### config.mk
export PLATFORM = sky130hd
export DESIGN_NAME = router_pkt_tx
export DESIGN_NICKNAME = d
export VERILOG_FILES = /design/src/rtl/router_pkt_tx_pkg.sv /design/src/rtl/router_tx_fifo.sv /design/src/rtl/router_pkt_tx.sv
export SDC_FILE = /design/constraint.sdc
export NUM_CORES = 1
export LEC_CHECK = 0
export BUFFER_PORTS_ARGS = -buffer_cell sky130_fd_sc_hd__buf_2
export CORE_ASPECT_RATIO = 0.5
export CORE_UTILIZATION = 60
export CTS_CLUSTER_SIZE = 8
export DETAILED_ROUTE_END_ITERATION = 10
export GPL_TIMING_DRIVEN = 1
export PLACE_DENSITY_LB_ADDON = 0.3
export SLEW_MARGIN = 40
export SYNTH_ARGS = -nofsm -noshare
export SYNTH_HDL_FRONTEND = slang
export SYNTH_HIERARCHICAL = 1
export SYNTH_SLANG_ARGS = --single-unit
### constraint.sdc
create_clock -name clk -period 6.8 [get_ports clk]
set_input_delay 0.34 -clock clk [delete_from_list [all_inputs] [get_ports clk]]
set_output_delay 0.34 -clock clk [all_outputs]
set_load 0.02 [all_outputs]
### src/rtl/router_pkt_tx_pkg.sv
// Shared router definitions: FSM encoding, header field layout and payload sizing.
// Pure declarations, no logic; imported by the packet source and its FIFO.
package router_pkt_tx_pkg;

  localparam int PAY_W        = 8;
  localparam int MAX_LEN      = 63;
  localparam int LEN_W        = $clog2(MAX_LEN + 1);
  localparam int ADDR_W       = 2;
  localparam int FIFO_DEPTH   = 64;
  localparam int FIFO_CNT_W   = $clog2(FIFO_DEPTH + 1);

  localparam int HDR_ADDR_LSB = 0;
  localparam int HDR_LEN_LSB  = 2;

  localparam logic [ADDR_W-1:0] ADDR_ILLEGAL = 2'd3;

  typedef enum logic [2:0] {
    ST_IDLE      = 3'd0,
    ST_WAIT_DATA = 3'd1,
    ST_HEADER    = 3'd2,
    ST_PAYLOAD   = 3'd3,
    ST_PARITY    = 3'd4,
    ST_GAP       = 3'd5
  } state_e;

  function automatic logic [PAY_W-1:0] make_hdr(input logic [ADDR_W-1:0] addr,
                                                input logic [LEN_W-1:0]  len);
    logic [PAY_W-1:0] h;
    h = '0;
    h[HDR_ADDR_LSB +: ADDR_W] = addr;
    h[HDR_LEN_LSB  +: LEN_W]  = len;
    return h;
  endfunction

endpackage

### src/rtl/router_tx_fifo.sv
// 64x8 show-ahead payload FIFO: head byte visible combinationally, count updates one edge after push/pop.
// Pushes while full and pops while empty are ignored; simultaneous push/pop leaves the count unchanged.
module router_tx_fifo
  import router_pkt_tx_pkg::*;
(
  input  logic                  clk,
  input  logic                  resetn,
  input  logic                  flush,
  input  logic                  push,
  input  logic [PAY_W-1:0]      push_dat,
  input  logic                  pop,
  output logic [PAY_W-1:0]      head_dat,
  output logic [FIFO_CNT_W-1:0] count,
  output logic                  full
);

  localparam int PTR_W = $clog2(FIFO_DEPTH);

  logic [PAY_W-1:0]      mem_q [FIFO_DEPTH];
  logic [PTR_W-1:0]      wr_ptr_q, wr_ptr_d;
  logic [PTR_W-1:0]      rd_ptr_q, rd_ptr_d;
  logic [FIFO_CNT_W-1:0] count_q, count_d;
  logic                  push_ok, pop_ok;

  assign full     = (count_q == FIFO_CNT_W'(FIFO_DEPTH));
  assign push_ok  = push && !full;
  assign pop_ok   = pop && (count_q != '0);
  assign head_dat = mem_q[rd_ptr_q];
  assign count    = count_q;

  always_comb begin
    wr_ptr_d = wr_ptr_q;
    rd_ptr_d = rd_ptr_q;
    count_d  = count_q;
    if (flush) begin
      wr_ptr_d = '0;
      rd_ptr_d = '0;
      count_d  = '0;
    end else begin
      if (push_ok) wr_ptr_d = wr_ptr_q + 1'b1;
      if (pop_ok)  rd_ptr_d = rd_ptr_q + 1'b1;
      case ({push_ok, pop_ok})
        2'b10:   count_d = count_q + 1'b1;
        2'b01:   count_d = count_q - 1'b1;
        default: count_d = count_q;
      endcase
    end
  end

  always_ff @(posedge clk) begin
    if (!resetn) begin
      wr_ptr_q <= '0;
      rd_ptr_q <= '0;
      count_q  <= '0;
    end else begin
      wr_ptr_q <= wr_ptr_d;
      rd_ptr_q <= rd_ptr_d;
      count_q  <= count_d;
    end
  end

  // Storage needs no reset: the pointers define what is valid.
  always_ff @(posedge clk) begin
    if (push_ok && !flush) mem_q[wr_ptr_q] <= push_dat;
  end

endmodule

### src/rtl/router_pkt_tx.sv
// Router input-port packet source: header, buffered payload, parity; header one edge after data is ready.
// All byte hand-offs stall while busy is high; req_ready only in IDLE, pay_ready while the FIFO has room.
module router_pkt_tx
  import router_pkt_tx_pkg::*;
#(
  parameter int IDLE_GAP = 1
) (
  input  logic              clk,
  input  logic              resetn,
  input  logic              req_valid,
  output logic              req_ready,
  input  logic [ADDR_W-1:0] req_addr,
  input  logic [LEN_W-1:0]  req_len,
  input  logic              pay_valid,
  output logic              pay_ready,
  input  logic [PAY_W-1:0]  pay_data,
  input  logic              busy,
  output logic              packet_valid,
  output logic [PAY_W-1:0]  data_in,
  output logic              tx_done,
  output logic              err
);

  state_e                state_q, state_d;
  logic [ADDR_W-1:0]     addr_q, addr_d;
  logic [LEN_W-1:0]      len_q, len_d;
  logic [LEN_W-1:0]      rem_q, rem_d;
  logic [PAY_W-1:0]      parity_q, parity_d;
  logic [PAY_W-1:0]      data_q, data_d;
  logic                  pkt_vld_q, pkt_vld_d;
  logic                  tx_done_q, tx_done_d;
  logic                  err_q, err_d;
  logic [3:0]            gap_cnt_q, gap_cnt_d;

  logic                  fifo_pop;
  logic [PAY_W-1:0]      fifo_head;
  logic [FIFO_CNT_W-1:0] fifo_count;
  logic                  fifo_full;
  logic [PAY_W-1:0]      hdr_byte;
  logic                  gap_met;

  router_tx_fifo u_fifo (
    .clk      (clk),
    .resetn   (resetn),
    .flush    (1'b0),
    .push     (pay_valid),
    .push_dat (pay_data),
    .pop      (fifo_pop),
    .head_dat (fifo_head),
    .count    (fifo_count),
    .full     (fifo_full)
  );

  assign req_ready    = (state_q == ST_IDLE);
  assign pay_ready    = !fifo_full;
  assign packet_valid = pkt_vld_q;
  assign data_in      = data_q;
  assign tx_done      = tx_done_q;
  assign err          = err_q;

  assign hdr_byte = make_hdr(addr_q, len_q);
  // Counter saturates at 15, so a 5-bit sum keeps the comparison honest at the top of the range.
  assign gap_met  = (({1'b0, gap_cnt_q} + 5'd1) >= 5'(IDLE_GAP));

  always_comb begin
    state_d   = state_q;
    addr_d    = addr_q;
    len_d     = len_q;
    rem_d     = rem_q;
    parity_d  = parity_q;
    data_d    = data_q;
    pkt_vld_d = pkt_vld_q;
    gap_cnt_d = gap_cnt_q;
    tx_done_d = 1'b0;
    err_d     = 1'b0;
    fifo_pop  = 1'b0;

    case (state_q)
      ST_IDLE: begin
        if (req_valid) begin
          if (req_addr == ADDR_ILLEGAL || req_len == '0) begin
            err_d = 1'b1;
          end else begin
            addr_d  = req_addr;
            len_d   = req_len;
            state_d = ST_WAIT_DATA;
          end
        end
      end
      ST_WAIT_DATA: begin
        if (fifo_count >= {1'b0, len_q}) begin
          pkt_vld_d = 1'b1;
          data_d    = hdr_byte;
          parity_d  = hdr_byte;
          state_d   = ST_HEADER;
        end
      end
      ST_HEADER: begin
        if (!busy) begin
          fifo_pop = 1'b1;
          data_d   = fifo_head;
          parity_d = parity_q ^ fifo_head;
          rem_d    = len_q - 1'b1;
          state_d  = ST_PAYLOAD;
        end
      end
      ST_PAYLOAD: begin
        if (!busy) begin
          if (rem_q != '0) begin
            fifo_pop = 1'b1;
            data_d   = fifo_head;
            parity_d = parity_q ^ fifo_head;
            rem_d    = rem_q - 1'b1;
          end else begin
            pkt_vld_d = 1'b0;
            data_d    = parity_q;
            state_d   = ST_PARITY;
          end
        end
      end
      ST_PARITY: begin
        if (!busy) begin
          tx_done_d = 1'b1;
          data_d    = '0;
          gap_cnt_d = '0;
          state_d   = ST_GAP;
        end
      end
      ST_GAP: begin
        if (gap_met && !busy) begin
          state_d = ST_IDLE;
        end else if (gap_cnt_q != 4'hF) begin
          gap_cnt_d = gap_cnt_q + 1'b1;
        end
      end
      default: state_d = ST_IDLE;
    endcase
  end

  always_ff @(posedge clk) begin
    if (!resetn) begin
      state_q   <= ST_IDLE;
      addr_q    <= '0;
      len_q     <= '0;
      rem_q     <= '0;
      parity_q  <= '0;
      data_q    <= '0;
      pkt_vld_q <= 1'b0;
      tx_done_q <= 1'b0;
      err_q     <= 1'b0;
      gap_cnt_q <= '0;
    end else begin
      state_q   <= state_d;
      addr_q    <= addr_d;
      len_q     <= len_d;
      rem_q     <= rem_d;
      parity_q  <= parity_d;
      data_q    <= data_d;
      pkt_vld_q <= pkt_vld_d;
      tx_done_q <= tx_done_d;
      err_q     <= err_d;
      gap_cnt_q <= gap_cnt_d;
    end
  end

endmodule

==> results.txt, run 1 <==
The flow ran to the end, and the final reports show no timing, DRC or antenna violations. The dominant cell type by area after synthesis is edfxtp_1. For the finished layout, the period the worst path requires is 4.227 ns. The worst clock skew came out at 0.02336 ns. Most frequently used flop master after synthesis: edfxtp_1. The remaining max-slew budget at the tightest pin came out at 0.3575.

The fraction of layout instances using a drive strength above 1 is 0.2104, and the count of maximum capacitance violations is 0. The maximum number of pins on one net before global-route repair is 106, and the total track usage is 0.2808. The Yosys step of the flow raised 6 warnings. The logs give 56320 µm for the total detailed-routing wirelength and 13730 for the number of global-route vias before repair.

From synthesis to final layout, the design area changed by 12.02%. In the routed layout, each cell is associated on average with a via count of 6.769. Number of flops mapped to enable cells by yosys: 512. In this run the power density over the cells is 297.6 nW/µm². The routed layout has 13979 vias. The minimum setup slack among reg-to-reg paths is 2.57 ns, and the highest ir drop seen on vdd is 0.0001991 V. The critical path ends at u_fifo/count[6].

Each instance of the synthesized netlist takes up on average 16.30 µm². Share of the synthesized area in the top cell type: 0.6411. Of all nets on the critical path, the largest fanout is 30.

The H-tree was split into 3 levels. Number of antenna violations at the first check in global routing: 1. STA classifies the critical path startpoint as a flop. The path class of the tightest hold or removal check is in2reg. The clock reaches the later pin of the worst-skew pair after 0.61 ns. The final-report hold violation count came out at 0. The port buffer count was 33; the path depth of the worst reg2reg path was 12. The part of the Yosys area used for sequential elements is 0.6954, and the total of endpoints with negative setup slack in the final report is 0. The number of gates resized after CTS was 0. The number of antenna diodes in the final layout is 0. For the worst setup path, the data arrival time is 4.72 ns. Setup repair after global routing left no endpoint under its margin. The setup TNS was 0 ns; the synthesized area was 23980 µm². Core outline area: 39120 µm². The final layout contains 1558 nets. Library cell used as clock root buffer: clkbuf_16. The final cycle utilization of the critical path came out at 0.6216.

The pin slew with the least headroom to its limit works out to 0.9579 ns. The tools report the end of the worst register-to-register path as u_fifo/count[6]. The gate count of the mapped netlist came out at 1471. By instance count, the leading cell after synthesis is edfxtp_1. The critical path in this run is classified as reg2reg. Routability-driven placement finished with a final weighted congestion of 0.8823.

Before antenna repair, the detailed router went through 6 iterations. The sum of internal, switching and leakage power was 0.007994 W. The run gives 0 as the number of slew-limit violations in the final report. After synthesis, the most frequently instantiated cells are edfxtp_1, nor2_1, mux4_2, nand2_1, dfxtp_1. The sequential cells in the finished layout cover a total of 16690 µm². The share of synthesized registers carrying an async set or reset is 0, and the vertical die dimension is 143.4 µm. The post-synthesis register bit count is 577. The tools report the cell row count as 51. The clock-pin slew on the worst setup and hold paths was 0.05 ns.

The analysis attributes to cell leakage a power of 8.397 nW. The launch point of the critical path is state_q[1]. The detail route stage leaves a number of antenna-violating nets equal to 0.

In this run the horizontal extent of the chip is 284.7 µm. 34 I/O pins were placed. TritonCTS built the clock tree. The iteration-0 DRC count of the detailed router came out at 2017. The number of remaining DRC errors is 0, and the count of distinct cell types in the synthesized netlist is 75.

The tree built by TritonCTS fans out to 577 sinks. Remaining global-route overflow: 0. The run gives 82 as the total CTS buffers. For the worst setup path, the data required time is 7.29 ns. The floorplan die area was 40820 µm²; the starting density of the core was 0.6131. The first global-routing pass estimated 84060 µm of wire.

Counting the fill cells in the layout gives 2430. Hold timing on the final database bottoms out at a slack of 0.01869 ns. In the final routed layout, each cell accounts on average for 27.27 µm. Static timing analysis puts the maximum clock frequency at 0.2366 GHz. For the area used by multi-input combinational logic, the log shows 6850 µm². After synthesis, the cell types taking the most area are edfxtp_1, mux4_2, dfxtp_1. The run gives 33150 µm as the sum of net half-perimeters after detailed placement. The longest clock path from root to sink contains 3 buffers.

The endpoint class of the critical path was a flop. The startpoint identified for the worst register-to-register timing path is state_q[1].
-- worst max-delay path, cell delays in order (launching register included) --
cell       delay [ns]
dfxtp_2          0.65
or3b_1           0.49
a21oi_1          0.39
inv_1            0.15
a31oi_1          0.54
ha_1             0.47
inv_1            0.10
fa_1             0.41
nor2b_1          0.13
o21a_1           0.16
o2111ai_1        0.13
o211ai_1         0.14
mux2_2           0.35
-- logic make-up (layout without fill, tap and decap cells) --
logic type / after synthesis / in the layout / share of synthesized area
AO/OA/AOI/OAI: 225 / 225 / 0.06444
multiplexers: 177 / 177 / 0.1306
AND/OR/NAND/NOR: 348 / 348 / 0.07242
other: 1 / 4 / 0.0001564
buffers and inverters: 110 / 171 / 0.02181
XOR/XNOR: 15 / 15 / 0.005478
adder cells (fa/ha/maj): 18 / 18 / 0.009705
flip-flops: 577 / 577 / 0.6954
-- final cells by class --
type | count | area share
Multi-Input combinational cell | 787 | 0.2550
Inverter | 25 | 0.003540
Clock buffer | 93 | 0.07872
Timing Repair Buffer | 46 | 0.01220
Tap cell | 530 | 0.02469
Clock inverter | 7 | 0.004565
Sequential cell | 577 | 0.6213
-- per-stage QoR --
step	setup WS (ns)	util	cells	instance area, µm²
floorplan	3.435	-	1474	23990
CTS	2.319	0.6849	2064	26790
global route	2.364	0.6867	2065	26860
global placement	2.425	0.6259	1961	24480
finish	2.573	0.6867	2065	26860
detailed placement	2.331	0.6272	1962	24530
-- registers in the layout, summed over array words and instances (netlist names), named ones only --
signal,count
u_fifo/mem_q,512
data_in,8
parity_q,8
u_fifo/count,7
len_q,6
rem_q,6
u_fifo/rd_ptr_q,6
u_fifo/wr_ptr_q,6
gap_cnt_q,4
state_q,3
addr_q,2
err,1
packet_valid,1
tx_done,1
-- worst min path at each step --
stage / from / to / slack, ns / cells after the start
6_report: req_len[2] / len_q[2] / 0.02 / 3
5_1_grt: req_len[1] / len_q[1] / 0.02 / 3
4_1_cts: req_len[2] / len_q[2] / 0.008 / 3
3_5_place_dp: parity_q[7] / parity_q[7] / 0.50 / 2
3_3_place_gp: parity_q[6] / parity_q[6] / 0.48 / 2
2_1_floorplan: pay_data[0] / u_fifo/mem_q[0][0] / 0.44 / 0
-- what timing repair did --
action / in CTS / in global routing
hold endpoints to repair: 2 / 0
hold buffers: 2 / 0
setup buffers: 0 / 0
-- where the power goes --
part / switching (W) / internal, W
Clock: 0.00142 / 0.00218
Combinational: 0.000290 / 0.000148
Sequential: 0.0000610 / 0.00390
-- metal layers --
| metal | track usage | share of wire |
|---|---|---|
| met1 | 0.3984 | 0.40 |
| met2 | 0.4349 | 0.46 |
| met3 | 0.07159 | 0.11 |
| met4 | 0.08376 | 0.023 |
| met5 | 0 | 0.00062 |
-- placed cells by master (no fill, tap or decap), types with 6 or more instances in the layout --
cell type  netlist  layout
a21oi_1         41      41
inv_1           23      23
nor2_2           0      17
nand3b_1         7       7
nor2_1         123     106
nand3_1         22      22
dfxtp_1         65      61
nor3b_1         11      11
buf_4           17      14
o22ai_1         36      36
clkbuf_16        0      83
nor4_1          12      11
a2111oi_0        9       9
buf_2           25      27
ha_1            17      17
edfxtp_1       512     512
xor2_1          11      11
mux2i_1         35      35
nand2_1         67      67
a211oi_1        32      32
nand2b_1        13      13
clkbuf_1        34      10
o21ai_0         43      42
nor2b_1         25      25
nand4_1          6       6
o211ai_1         8       8
mux2_2          37      37
mux4_2         105     105
o32ai_2          7       7
nor3_1          26      26
a22oi_1          9       9
Power figures use the tool's default switching activity.
==> inputs of run 2 (changes only) <==
ABC_AREA = 1   (was not set)
clock period = 4.1 ns   (was 6.8 ns; I/O delays follow)
==> results.txt, run 2 <==
The flow ran to the end, and the final reports show no timing, DRC or antenna violations. The port buffer count was 33 (unchanged); the highest attainable clock frequency was 0.2947 GHz (+25%). edfxtp_1 takes more of the synthesized area than any other cell. The post-cts hold buffer count was 12 (+10); the final cycle utilization of the critical path was 0.8276 (+0.2060). The run gives 6 (unchanged) as the count of warnings emitted by yosys. The worst setup path is captured at a flop.

Leaving out fill and tap cells, the most frequent cell in the layout is nand2_1. In the layout the commonest cells are nand2_1, edfxtp_1, nand3_1, nor2_1. In the synthesized netlist, the cells that appear most often are nand2_1, edfxtp_1, nand3_1, nor2_1, inv_1.

Among all flip-flop cells after synthesis, the most frequent one is edfxtp_1. The count of maximum capacitance violations was 0 (unchanged). The via-per-instance ratio is 5.898 (-13%), and the number of flops mapped to enable cells by yosys is 512 (unchanged). The core outline area came out at 40660 µm² (+4.0%).

Counting flops per register, the top entry is u_fifo/mem_q. For the arrival time of the worst setup path, the log shows 3.92 ns (-0.80 ns). The number of remaining DRC errors is 0 (unchanged).

Clock-pin slew on the worst setup and hold paths: 0.05 ns (about the same). For the number of antenna violations at the first check in global routing, the log shows 0 (-1). Setup repair after global routing left no endpoint under its margin.

The critical path in this run is classified as reg2reg. The global placement routability congestion is 0.9406 (+6.6%). The logs give 92830 µm (+10%) for the global-route wire length before repair and 0.6124 (-0.0006877) for the starting density of the core.

Total CTS buffers: 82 (unchanged). The tools report the static power due to leakage as 10.41 nW (+24%). The vertical die dimension works out to 146.1 µm (+1.9%).

The run gives 0 (unchanged) as the number of slew-limit violations in the final report. Synthesized area: 24900 µm² (+3.8%). The layout net count was 2448 (+57%); the setup TNS was 0 ns (unchanged). The worst clock skew is 0.01510 ns (-0.008256 ns). Ranked by total cell area, the synthesized netlist is headed by edfxtp_1, nand2_1, nand3_1. The tools report the remaining global-route overflow as 0 (unchanged).

The area growth from synthesis to layout came out at 11.56%. The logs give 0 (unchanged) for the post-CTS setup buffer count and 0.2840 (+0.003118) for the total track usage. The tightest min-delay check is of the in2reg type. The post-detailed-route wirelength per cell is 20.12 µm (-26%). The number of search-and-repair iterations in the first detailed-routing pass came out at 7 (+1).

The maximum number of pins on one net before global-route repair is 189 (+78%), and the number of cells on the worst hold path is 3 (unchanged). The flip-flop count of the largest register after layout came out at 512 (unchanged). The most repeated cell in the gate-level netlist after synthesis is nand2_1. The remaining max-slew budget at the tightest pin is 0.4031 (+0.04554), and the final-report hold violation count is 0 (unchanged). Share of synthesized registers carrying an async set or reset: 0 (unchanged). The tools report the fill cell total of the finished layout as 2817 (+16%).

The logs give 59820 µm (+6.2%) for the total detailed-routing wirelength and 0 (unchanged) for the count of cells resized by post-cts repair. The sum of net half-perimeters after detailed placement was 34940 µm (+5.4%); the minimum clock period after layout was 3.393 ns (-0.8336 ns). The critical path data required time was 4.62 ns (-2.67 ns); the share of the synthesized area in the top cell type was 0.6174 (-0.02371). The pin slew with the least headroom to its limit is 0.8927 ns (-0.06519 ns), and the power per standard cell area is 509.5 nW/µm² (+71%).

The deepest level of the CTS H-tree was 3 (unchanged); the finished layout cell area was 27780 µm² (+3.4%). The detailed-route via count came out at 17534 (+25%). The total of endpoints with negative setup slack in the final report is 0 (unchanged).

The number of global-route vias before repair was 16585 (+21%); the post-synthesis register bit count was 577 (unchanged). The chip width is 290.1 µm (+1.9%). The logs give 25380 µm² (+3.4%) for the post-detailed-placement cell area and 577 (unchanged) for the total number of clock tree sinks. TritonCTS built the clock tree.

The clock latency at the later pin of the worst-skew pair came out at 0.60 ns (about the same). The tools report the final antenna-violating net count as 0 (unchanged). The number of top-level pins is 34 (unchanged), and the path depth of the worst reg2reg path is 19 (+7). The tools report the gate count of the mapped netlist as 2350 (+60%). The floorplan die area is 42370 µm² (+3.8%). Clock tree synthesis selected as its root buffer the cell clkbuf_16. The count of antenna diodes in the layout was 0 (unchanged); the fraction of layout instances using a drive strength above 1 was 0.09001 (-0.1204). The count of distinct cell types in the synthesized netlist came out at 40 (-47%). Cell row count: 52 (+2.0%). The highest net fanout along the worst path was 16 (-47%); the iteration-0 DRC count of the detailed router was 2165 (+7.3%). The maximum count of clock buffers along a single path was 3 (unchanged).

The highest ir drop seen on vdd is 0.0003040 V (+53%), and the average cell area after synthesis is 10.60 µm² (-35%). The part of the Yosys area used for sequential elements is 0.6697 (-0.02572). The tools report the kind of start point of the critical path as a flop.
-- run 2: power breakdown --
| part | internal, W | switching [W] | leakage [nW] |
|---|---|---|---|
| combinational | 0.000473 | 0.00104 | 4.19 |
| clock | 0.00361 | 0.00238 | 1.09 |
| sequential | 0.00654 | 0.000115 | 5.13 |
| total | 0.0106 | 0.00354 | 10.4 |
-- run 2: metal layers --
layer  GRT usage  vias up  share of wire
met5           0        -              0
met4     0.08138        0          0.020
met3     0.07612      114           0.11
met2      0.4408      983           0.46
met1      0.3978     8276           0.41
li1            -     8161              -
-- run 2: cells by family after synthesis --
logic type / after synthesis / share of synthesized area
AO/OA/AOI/OAI: 96 / 0.02166
XOR/XNOR: 20 / 0.007035
adder cells (fa/ha/maj): 18 / 0.009346
buffers and inverters: 215 / 0.04618
flip-flops: 577 / 0.6697
multiplexers: 1 / 0.0004020
other: 1 / 0.0001506
AND/OR/NAND/NOR: 1422 / 0.2456
-- run 2: metrics by stage --
stage	util	setup WS, ns	total power (W)	hold slack [ns]	instances
6_report	0.6832	0.7068	0.01416	0.1128	2973
5_1_grt	0.6832	0.3829	0.01464	0.1264	2973
2_1_floorplan	-	1.246	0.007846	0.2825	2351
3_5_place_dp	0.6241	0.7471	0.008236	0.4452	2852
4_1_cts	0.6822	0.7436	0.01420	0.09109	2972
3_3_place_gp	0.6241	0.7843	0.008201	0.4310	2852
-- run 2: area by class of cell --
type	instances	area, µm²	area share
timing repair buffer	93	715.7	0.02576
inverter	96	370.4	0.01333
clock inverter	8	125.1	0.004504
clock buffer	100	2120	0.07630
tap	540	675.6	0.02432
sequential	577	16680	0.6006
multi-input combinational	1559	7089	0.2552
-- run 2: worst max-delay path, stage by stage, from the launching register on --
cell	delay [ns]
dfxtp_1	0.38
inv_2	0.17
nand2_4	0.09
inv_4	0.16
nand2_1	0.13
nand2_4	0.15
nand2_4	0.10
inv_2	0.14
inv_1	0.06
nor2_2	0.30
ha_1	0.41
inv_1	0.09
fa_1	0.41
o21ai_0	0.30
nand2_1	0.11
nand2_1	0.08
nand2_1	0.05
nand2_1	0.05
nand2_1	0.04
a21oi_1	0.11
-- run 2: path summary, 6_finish.rpt --
kind / start / end / slack [ns]
worst max-delay path: state_q[2] / u_fifo/count[6] / 0.71
worst min-delay path: resetn / data_in[6] / 0.11
worst max register to register: state_q[2] / u_fifo/count[6] / 0.71
worst min register to register: packet_valid / packet_valid / 0.45
==> inputs of run 3 (changes only) <==
ABC_AREA = 0   (was 1)
clock period = 3.4 ns   (was 4.1 ns; I/O delays follow)
==> results.txt, run 3 (synthesis results as in run 1) <==
The tools report the endpoint class of the critical path as a flop. The tools report the final-report hold violation count as 0 (unchanged). The library cells used most frequently in the layout, excluding fill and tap cells, are edfxtp_1, nor2_1, mux4_2, buf_4, clkbuf_16. The tools report the number of search-and-repair iterations in the first detailed-routing pass as 6 (-1). The tools report the layout net count as 1640 (-33%). The maximum number of pins on one net before global-route repair came out at 65 (-66%). Highest net fanout along the worst path: 30 (+14).

The post-detailed-route wirelength per cell came out at 28.20 µm (+40%). The chip width came out at 284.7 µm (-1.9%). TritonCTS built the clock tree. The run gives 0 (unchanged) as the final antenna-violating net count. The logs give 0.01260 W (+19%) for the cell-internal power and 0 (unchanged) for the total of endpoints with negative setup slack in the final report.

The run gives 0.15 ns (-0.55 ns) as the minimum setup slack among reg-to-reg paths. The minimum clock period after layout was 3.247 ns (-0.1465 ns). The tools report the global placement routability congestion as 0.9158 (-2.6%). Setup repair after global routing left no endpoint under its margin. The critical path data required time was 3.87 ns (-0.75 ns). The maximum count of clock buffers along a single path is 3 (unchanged). The critical path class is reg2reg. The arrival time of the worst setup path is 3.71 ns (-0.21 ns), and the sum of net half-perimeters after detailed placement is 36150 µm (+3.5%). The highest attainable clock frequency was 0.3080 GHz (+4.5%). The run gives 0.452 (+0.029) as the portion of total power attributed to the clock network. The worst register-to-register path ends at parity_q[7]. The path depth of the worst reg2reg path works out to 9 (-10). The area used by multi-input combinational logic is 6830 µm² (-3.7%). The logs give 0 (unchanged) for the number of slew-limit violations in the final report and 14504 (-13%) for the number of global-route vias before repair.

The switching part of the total power was 0.2205 (-0.02928). u_fifo/mem_q holds more flip-flops than any other register. The logs give 40820 µm² (-3.7%) for the floorplan die area and 16690 µm² (about the same) for the sequential cell area. The port buffer count came out at 33 (unchanged).

The total track usage is 0.3068 (+0.02288), and the final cycle utilization of the critical path is 0.9549 (+0.1273). The power per standard cell area was 586.2 nW/µm² (+15%); the fraction of layout instances using a drive strength above 1 was 0.2388 (+0.1488). The tools report the core outline area as 39120 µm² (-3.8%).

The post-detailed-placement cell area was 25160 µm² (-0.87%). The remaining max-slew budget at the tightest pin came out at 0.4100 (+0.006955). The iteration-0 DRC count of the detailed router was 2062 (-4.8%).

The number of remaining DRC errors is 0 (unchanged). The power share of the combinational group is 0.061 (-0.046), and the pin slew with the least headroom to its limit is 0.8817 ns (-0.01103 ns). The total detailed-routing wirelength was 60930 µm (+1.9%). In this run the clock root is driven by a clkbuf_16. The total number of clock tree sinks was 577 (unchanged). Clock-pin slew on the worst setup and hold paths: 0.05 ns (about the same). The run gives 14664 (-16%) as the detailed-route via count.

Number of top-level pins: 34 (unchanged). The most critical setup path has its endpoint at parity_q[7]. The setup TNS was 0 ns (unchanged); the total CTS buffers was 82 (unchanged). The run gives 8.857 nW (-15%) as the static power due to leakage. The logs give 0.6131 (+0.0006877) for the starting density of the core and 0.61 ns (about the same) for the clock latency at the later pin of the worst-skew pair.

The global-route wire length before repair was 90980 µm (-2.0%); the flip-flop count of the largest register after layout was 512 (unchanged). The run gives 0.0003672 V (+21%) as the highest ir drop seen on vdd. The fill cell total of the finished layout is 2287 (-19%), and the sequential cell fraction of total power is 0.487 (+0.017). Post-route core utilization: 0.7052 (+0.02201).

The cell row count was 51 (-1.9%); the via-per-instance ratio was 6.786 (+15%). Finished layout cell area: 27580 µm² (-0.71%). Path type of the worst min-delay path: in2reg.

For the switching power total, the log shows 0.003565 W (+0.84%). Vertical die dimension: 143.4 µm (-1.8%). Kind of start point of the critical path: a flop. The run finished with clean final reports.

The library cell used most frequently in the layout, excluding fill and tap cells, is edfxtp_1. The remaining global-route overflow is 0 (unchanged), and the area growth from synthesis to layout is 15.03%. For the deepest level of the CTS H-tree, the log shows 3 (unchanged).

The run gives 2 (+2) as the number of antenna violations at the first check in global routing. The worst clock skew was 0.02539 ns (+0.01029 ns); the count of maximum capacitance violations was 0 (unchanged).
==> run 3: cell types whose count changed in the layout (fill, tap and decap cells not counted), moves of 15 or more <==
cell,before,now
nand2_1,786,67
nand3_1,479,22
mux4_2,0,105
inv_1,82,23
buf_4,43,86
mux2_2,0,37
o22ai_1,0,35
mux2i_1,1,35
a211oi_1,0,31
nor2b_1,0,25
nor3_1,2,26
o21ai_0,28,43
==> run 3: per-stage QoR <==
stage,hold WS (ns),instances,total power (W),setup WS [ns]
final,0.05989,2161,0.01617,0.1533
after CTS,0.03157,2158,0.01622,0.1723
after detailed placement,0.4259,2037,0.008964,0.2790
after global placement,0.4167,2037,0.008927,0.2816
after floorplan,0.2689,1474,0.008629,0.05546
after global routing,0.07203,2159,0.01662,0.05124
==> run 3: metal layers <==
| metal | vias up | part of all wire | GRT usage |
|---|---|---|---|
| met5 | - | 0.00054 | 0 |
| met4 | 4 | 0.031 | 0.1092 |
| met3 | 176 | 0.12 | 0.09635 |
| met2 | 1014 | 0.46 | 0.4713 |
| met1 | 7374 | 0.39 | 0.4187 |
| li1 | 6096 | - | - |
==> run 3: power by group through the flow <==
stage	Combinational [W]	Clock, W	Sequential, W
2_1_floorplan	0.000616	0	0.00801
3_3_place_gp	0.000930	0	0.00800
3_5_place_dp	0.000964	0	0.00800
4_1_cts	0.000974	0.00737	0.00787
5_1_grt	0.00107	0.00768	0.00787
6_report	0.000991	0.00731	0.00787
==> run 3: how the worst min path moves through the flow <==
| stage | from | end | slack, ns | depth (start not counted) |
|---|---|---|---|---|
| 2_1_floorplan | pay_data[0] | u_fifo/mem_q[0][0] | 0.27 | 0 |
| 3_3_place_gp | req_len[0] | len_q[0] | 0.42 | 3 |
| 3_5_place_dp | req_addr[0] | addr_q[0] | 0.43 | 3 |
| 4_1_cts | resetn | rem_q[2] | 0.03 | 2 |
| 5_1_grt | resetn | rem_q[2] | 0.07 | 2 |
| 6_report | busy | gap_cnt_q[2] | 0.06 | 4 |
==> run 3: what timing repair did <==
item / 4_1_cts / 5_1_grt
hold endpoints to repair: 9 / 0
endpoints found under the setup margin: 0 / 5
resized for setup: 0 / 3
hold buffers: 9 / 0
setup buffers: 0 / 1
==> run 3: layout make-up <==
cell class,count,share of cell area
inverters,25,0.003402
multi-input cells,787,0.2476
well taps,530,0.02404
clock inverters,5,0.002676
diodes,2,0.0001814
clock buffers,107,0.08011
flip-flops and latches,577,0.6050
repair buffers,128,0.03701
==> run 3: worst max-delay path, stage by stage (launching register included) <==
cell      delay [ns]
dfxtp_4         0.52
buf_12          0.30
nand2b_1        0.44
o22ai_1         0.12
nor3_1          0.40
nor3_1          0.16
o211ai_1        0.58
nand2_1         0.12
a211oi_1        0.32
o32ai_2         0.12
